**src/rtl/hs_pkg.sv**
```systemverilog
// Shared types, pad indices and constants for the hs_stream_core pad-mapped streaming block.
package hs_pkg;
    localparam int IO_W   = 38;
    localparam int SAMP_W = 8;
    localparam int OUT_W  = 16;

    localparam int PIN_OUT_DATA_LSB = 8;
    localparam int PIN_OUT_LAST     = 24;
    localparam int PIN_OUT_VALID    = 25;
    localparam int PIN_OUT_READY    = 26;
    localparam int PIN_IN_READY     = 27;
    localparam int PIN_IN_VALID     = 28;
    localparam int PIN_IN_LAST      = 29;
    localparam int PIN_IN_DATA_LSB  = 30;

    // 1 = pad is an input (not driven); pins 8..25 and 27 are driven.
    localparam logic [IO_W-1:0] OEB_MASK = {10'h3FF, 1'b0, 1'b1, 18'h0, 8'hFF};

    localparam logic [OUT_W-1:0] E_SAT = 16'hFFFF;

    typedef enum logic {COLLECT, EMIT} state_t;
    typedef enum logic [1:0] {W_S, W_D, W_E} word_t;
endpackage

```
**src/rtl/hs_stream_if.sv**
```systemverilog
// Decoded stream bundle: 8-bit input stream in, 16-bit word stream out.
// Handshake: a beat moves on a clock edge where valid & ready are both 1; data/last hold while valid & !ready.
interface hs_stream_if;
    import hs_pkg::*;

    logic [SAMP_W-1:0] in_data;
    logic              in_valid;
    logic              in_last;
    logic              in_ready;
    logic [OUT_W-1:0]  out_data;
    logic              out_valid;
    logic              out_last;
    logic              out_ready;

    modport master (
        output in_data, in_valid, in_last, out_ready,
        input  in_ready, out_data, out_valid, out_last
    );

    modport slave (
        input  in_data, in_valid, in_last, out_ready,
        output in_ready, out_data, out_valid, out_last
    );
endinterface

```
**src/rtl/hs_stream_core_math.sv**
```systemverilog
// hs_group_math: combinational sum, difference and saturated energy of four signed 8-bit samples.
module hs_group_math
    import hs_pkg::*;
(
    input  logic [SAMP_W-1:0] x0,
    input  logic [SAMP_W-1:0] x1,
    input  logic [SAMP_W-1:0] x2,
    input  logic [SAMP_W-1:0] x3,
    output logic [OUT_W-1:0]  s,
    output logic [OUT_W-1:0]  d,
    output logic [OUT_W-1:0]  e
);
    logic signed [9:0]  v0, v1, v2, v3, p01, p23, sum, dif;
    logic signed [15:0] w0, w1, w2, w3, q0, q1, q2, q3;
    logic        [16:0] e_sum;

    assign v0  = {{2{x0[7]}}, x0};
    assign v1  = {{2{x1[7]}}, x1};
    assign v2  = {{2{x2[7]}}, x2};
    assign v3  = {{2{x3[7]}}, x3};
    assign p01 = v0 + v1;
    assign p23 = v2 + v3;
    assign sum = p01 + p23;
    assign dif = p01 - p23;
    assign s   = {{6{sum[9]}}, sum};
    assign d   = {{6{dif[9]}}, dif};

    // Each square is at most 16384, so a 16-bit signed product is exact.
    assign w0 = {{8{x0[7]}}, x0};
    assign w1 = {{8{x1[7]}}, x1};
    assign w2 = {{8{x2[7]}}, x2};
    assign w3 = {{8{x3[7]}}, x3};
    assign q0 = w0 * w0;
    assign q1 = w1 * w1;
    assign q2 = w2 * w2;
    assign q3 = w3 * w3;
    assign e_sum = {1'b0, q0} + {1'b0, q1} + {1'b0, q2} + {1'b0, q3};
    assign e = e_sum[16] ? E_SAT : e_sum[15:0];
endmodule

```
**src/rtl/hs_stream_core.sv**
```systemverilog
// Pad-mapped group streamer: 4 samples in, S/D/E words out. Define HS_INPUT_REG_EN to register io_in.
module hs_stream_core
    import hs_pkg::*;
(
    input  logic            clock,
    input  logic            resetb,
    input  logic [IO_W-1:0] io_in,
    output logic [IO_W-1:0] io_out,
    output logic [IO_W-1:0] io_oeb
);
    logic [IO_W-1:0] pads;

`ifdef HS_INPUT_REG_EN
    always_ff @(posedge clock) begin
        if (!resetb) pads <= '0;
        else         pads <= io_in;
    end
`else
    assign pads = io_in;
`endif

    hs_stream_if st ();

    // Input data bus is bit-reversed on the pads: pin 30 carries the MSB.
    always_comb begin
        st.in_data = '0;
        for (int k = 0; k < SAMP_W; k++) st.in_data[SAMP_W-1-k] = pads[PIN_IN_DATA_LSB+k];
    end
    assign st.in_last   = pads[PIN_IN_LAST];
    assign st.in_valid  = pads[PIN_IN_VALID];
    assign st.out_ready = pads[PIN_OUT_READY];

    logic unused_pads;
    assign unused_pads = ^{pads[PIN_OUT_VALID:0], pads[PIN_IN_READY]};

    state_t                   state;
    word_t                    word;
    logic [1:0]               cnt;
    logic [3:0][SAMP_W-1:0]   x_q, x_nxt;
    logic                     last_q;
    logic [OUT_W-1:0]         d_q, e_q, out_data_q;
    logic                     out_last_q;
    logic [OUT_W-1:0]         s_w, d_w, e_w;

    always_comb begin
        x_nxt      = x_q;
        x_nxt[cnt] = st.in_data;
    end

    hs_group_math u_math (
        .x0 (x_nxt[0]),
        .x1 (x_nxt[1]),
        .x2 (x_nxt[2]),
        .x3 (x_nxt[3]),
        .s  (s_w),
        .d  (d_w),
        .e  (e_w)
    );

    always_ff @(posedge clock) begin
        if (!resetb) begin
            state      <= COLLECT;
            word       <= W_S;
            cnt        <= '0;
            x_q        <= '0;
            last_q     <= 1'b0;
            d_q        <= '0;
            e_q        <= '0;
            out_data_q <= '0;
            out_last_q <= 1'b0;
        end else begin
            case (state)
                COLLECT: begin
                    if (st.in_valid) begin
                        x_q[cnt] <= st.in_data;
                        cnt      <= cnt + 2'd1;
                        if (cnt == 2'd3 || st.in_last) begin
                            state      <= EMIT;
                            word       <= W_S;
                            out_data_q <= s_w;
                            d_q        <= d_w;
                            e_q        <= e_w;
                            last_q     <= st.in_last;
                        end
                    end
                end
                EMIT: begin
                    if (st.out_ready) begin
                        case (word)
                            W_S: begin
                                out_data_q <= d_q;
                                word       <= W_D;
                            end
                            W_D: begin
                                out_data_q <= e_q;
                                out_last_q <= last_q;
                                word       <= W_E;
                            end
                            default: begin
                                state      <= COLLECT;
                                word       <= W_S;
                                cnt        <= '0;
                                x_q        <= '0;
                                last_q     <= 1'b0;
                                out_data_q <= '0;
                                out_last_q <= 1'b0;
                            end
                        endcase
                    end
                end
                default: state <= COLLECT;
            endcase
        end
    end

    assign st.in_ready  = (state == COLLECT);
    assign st.out_valid = (state == EMIT);
    assign st.out_data  = out_data_q;
    assign st.out_last  = out_last_q;

    always_comb begin
        io_out                                   = '0;
        io_out[PIN_IN_READY]                     = st.in_ready;
        io_out[PIN_OUT_VALID]                    = st.out_valid;
        io_out[PIN_OUT_LAST]                     = st.out_last;
        io_out[PIN_OUT_DATA_LSB +: OUT_W]        = st.out_data;
    end

    assign io_oeb = OEB_MASK;
endmodule

```
**config.mk**
```make
export PLATFORM = sky130hd
export DESIGN_NAME = hs_stream_core
export DESIGN_NICKNAME = d
export VERILOG_FILES = /design/src/rtl/hs_pkg.sv /design/src/rtl/hs_stream_if.sv /design/src/rtl/hs_stream_core_math.sv /design/src/rtl/hs_stream_core.sv
export SDC_FILE = /design/constraint.sdc
export NUM_CORES = 1
export LEC_CHECK = 0
export CAP_MARGIN = 20
export CORE_MARGIN = 2
export CORE_UTILIZATION = 35
export DETAILED_ROUTE_END_ITERATION = 12
export GPL_TIMING_DRIVEN = 1
export PLACE_DENSITY = 0.58
export SYNTH_ARGS = -nofsm -noshare
export SYNTH_HDL_FRONTEND = slang
export SYNTH_SLANG_ARGS = --single-unit
```
**constraint.sdc**
```tcl
create_clock -name clock -period 14 [get_ports clock]
set_input_delay 4.2 -clock clock [delete_from_list [all_inputs] [get_ports clock]]
set_output_delay 4.2 -clock clock [all_outputs]
set_load 0.01 [all_outputs]
```
==> impl_metrics.json <==
{
  "synth_top_area_share_pct": 27.33,
  "crit_start": "io_in[30]",
  "relSlewSlack_pct": 30.39,
  "ant_nets": 0,
  "chipHeight_um": 210.6,
  "min-delay-start": "d_q[1]$_SDFFE_PN0P_",
  "finalHoldViolCount": 0,
  "wirelength_mm": 35.69,
  "syn2layout_area_growth_pct": 6.381,
  "final.period_utilization_pct": 89.05,
  "irDropWorstVdd_mv": 0.2606,
  "grt_pass1_vias": 11372,
  "layout_common_cells": "inv_1 (344), fa_1 (204), ha_1 (167), nor2_1 (149), nand2_1 (126)",
  "antenna_found_initial": 0,
  "synth_area_leaders": "fa_1 (27%), ha_1 (14%), dfxtp_1 (11%)",
  "routabilityCongestion": 0.9065,
  "cts_resized": 0,
  "die-width_um": 210.6,
  "layout.cells.most_common": "inv_1",
  "setup_viol_count_final": 0,
  "clk_pin_slew_ns": 0.06,
  "n_fill_cell": 4311,
  "core_area_mm2": 0.04204,
  "ys_seq_area_share_pct": 10.85,
  "drive_gt1_share_pct": 5.269,
  "status": "complete, no violations",
  "dp_hpwl_mm": 29.66,
  "cts_sinks": 81,
  "rsz0062_at_grt": "no",
  "synth_cells": 1747,
  "drc_errors": 0,
  "numCtsBuffers": 9,
  "ios": 116,
  "wl_met1_mm": 16.39,
  "fin_skew_ns": 0.01104,
  "grt_overflow_total": 0,
  "leakage_nw": 7.870,
  "first_pass_iters": 5,
  "grt_first_pass_wirelength_mm": 58.71,
  "portBuffers": 31,
  "ys.flop_type": "dfxtp_1",
  "cts_tree": "done",
  "clk_latency_ns": 0.36,
  "clock.fmax_ghz": 0.08021,
  "hold_class": "flop to flop",
  "cts.root.buffer_cell": "clkbuf_16",
  "nNetsFinal": 2171,
  "cp_max_fo": 16,
  "power.total_mw": 2.583,
  "wl_per_cell_um": 15.49,
  "arrival_ns": 12.76,
  "vias": 11402,
  "yosysWarnings": 0,
  "top_layer": "met4",
  "setup_tns_ns": 0,
  "min_period_ns": 12.47,
  "endpoint_kind": "flop",
  "slew_viol_final": 0,
  "cap_violations": 0,
  "syn_area_per_cell_um2": 8.553,
  "track_usage_pct": 16.60,
  "start_util_pct": 35.54,
  "cts_max_path_buffers": 2,
  "cp.required_ns": 14.30,
  "tightest_slew_ns": 1.015,
  "grt_max_degree": 53,
  "ctsHoldBuffers": 0,
  "whs_ns": 0.4549,
  "start_kind": "input pin",
  "post_cts_buffers": 0,
  "vias_per_cell": 4.949,
  "row_count": 75,
  "antennaDiodeCount": 0,
  "stdcell_count": 2304,
  "netlist_area_mm2": 0.01494,
  "synth.distinct_cells": 76,
  "htreeDepth": 3,
  "placed_cells": 2288,
  "dr.first_iter.drc_count": 838,
  "worstReg2RegStart": "cnt[0]$_SDFFE_PN0P_",
  "met3_length_mm": 1.628,
  "synth-seq-cells": 81,
  "criticalPathCategory": "input pin to flop",
  "power_density_mw_per_mm2": 162.5,
  "wl_met2_mm": 16.80,
  "synthArstFlopShare_pct": 0,
  "fp.dieArea_mm2": 0.04436,
  "synth-edff-count": 0,
  "yosys.area.top_type": "fa_1"
}
## metrics by stage
step | utilization, % | setup slack (ns) | area [um^2]
2_1_floorplan | - | 2.910 | 15150
3_3_place_gp | 37.07 | 1.281 | 15590
3_5_place_dp | 37.07 | 1.203 | 15590
4_1_cts | 37.81 | 1.528 | 15900
5_1_grt | 37.81 | 0.9897 | 15900
6_report | 37.81 | 1.533 | 15900
## kinds of logic (layout without fill, tap and decap cells)
| family | Yosys count | after routing | synth area share, % |
|---|---|---|---|
| buffers and inverters | 448 | 411 | 13.17 |
| AND/OR/NAND/NOR | 419 | 419 | 12.69 |
| adder cells (fa/ha/maj) | 371 | 371 | 41.32 |
| AO/OA/AOI/OAI | 269 | 269 | 12.12 |
| XOR/XNOR | 110 | 110 | 6.448 |
| flip-flops | 81 | 81 | 10.85 |
| multiplexers | 47 | 47 | 3.350 |
| other | 2 | 57 | 0.05026 |
## path summary, 6_finish.rpt
path	endpoint	cells after the start	slack, ns
worst max register to register	e_q[2]$_SDFFE_PN0P_	28	4.96
worst min register to register	d_q[1]$_SDFFE_PN0P_	2	0.45
worst min-delay path	d_q[1]$_SDFFE_PN0P_	2	0.45
worst max-delay path	e_q[2]$_SDFFE_PN0P_	27	1.53
## worst max-delay path, cell delays in order
cell	delay, ns
clkdlybuf4s50_1	0.61
mux2i_1	0.89
inv_1	0.49
nand2_1	0.22
fa_1	0.41
inv_1	0.09
fa_1	0.40
inv_1	0.09
fa_1	0.43
fa_1	0.55
inv_1	0.04
ha_1	0.36
nand4_1	0.10
nor2_1	0.04
a211oi_1	0.36
o21ai_0	0.23
o41a_1	0.36
xnor2_1	0.29
fa_1	0.47
inv_1	0.10
ha_1	0.32
a21oi_1	0.35
nand2_1	0.09
a21oi_1	0.16
a32oi_2	0.14
mux2i_2	0.66
o221a_2	0.32
## metal layers
layer | global-route usage (%) | up-vias
met5 | 0 | -
met4 | 4.760 | 0
met3 | 1.948 | 48
met2 | 27.40 | 294
met1 | 22.91 | 5528
li1 | - | 5532
## layout make-up
class	instances	area, um^2	area share, %
Clock buffer	9	225.2	1.417
Clock inverter	7	83.83	0.5274
Inverter	350	1314	8.265
Multi-Input combinational cell	1273	11560	72.73
Sequential cell	81	1622	10.20
Tap cell	539	674.4	4.243
Timing Repair Buffer	45	415.4	2.613
## Yosys cell counts, drive strengths merged, types with 10 or more instances
cell type / number
a211oi: 11
a21o: 22
a21oi: 100
a31oi: 10
and3: 15
buf: 73
clkbuf: 22
dfxtp: 81
fa: 204
ha: 167
inv: 345
mux2: 18
mux2i: 29
nand2: 126
nand2b: 11
nand3: 48
nand3b: 10
nor2: 151
nor2b: 12
nor3: 18
o21ai: 39
o221a: 22
xnor2: 82
xor2: 28
## where the power goes
| group | leakage, nW | internal (mW) | switching, mW |
|---|---|---|---|
| Clock | 0.149 | 0.142 | 0.109 |
| Sequential | 0.663 | 0.259 | 0.0179 |
| Combinational | 7.06 | 0.828 | 1.23 |
## sequential cells by signal (all words and copies together) (netlist names)
register / cells
cnt: 2
d_q: 10
e_q: 16
last_q: 1
out_data_q: 16
out_last_q: 1
st.out_valid: 1
word: 2
x_q: 32
No activity file was read; power rests on OpenSTA's default activity.
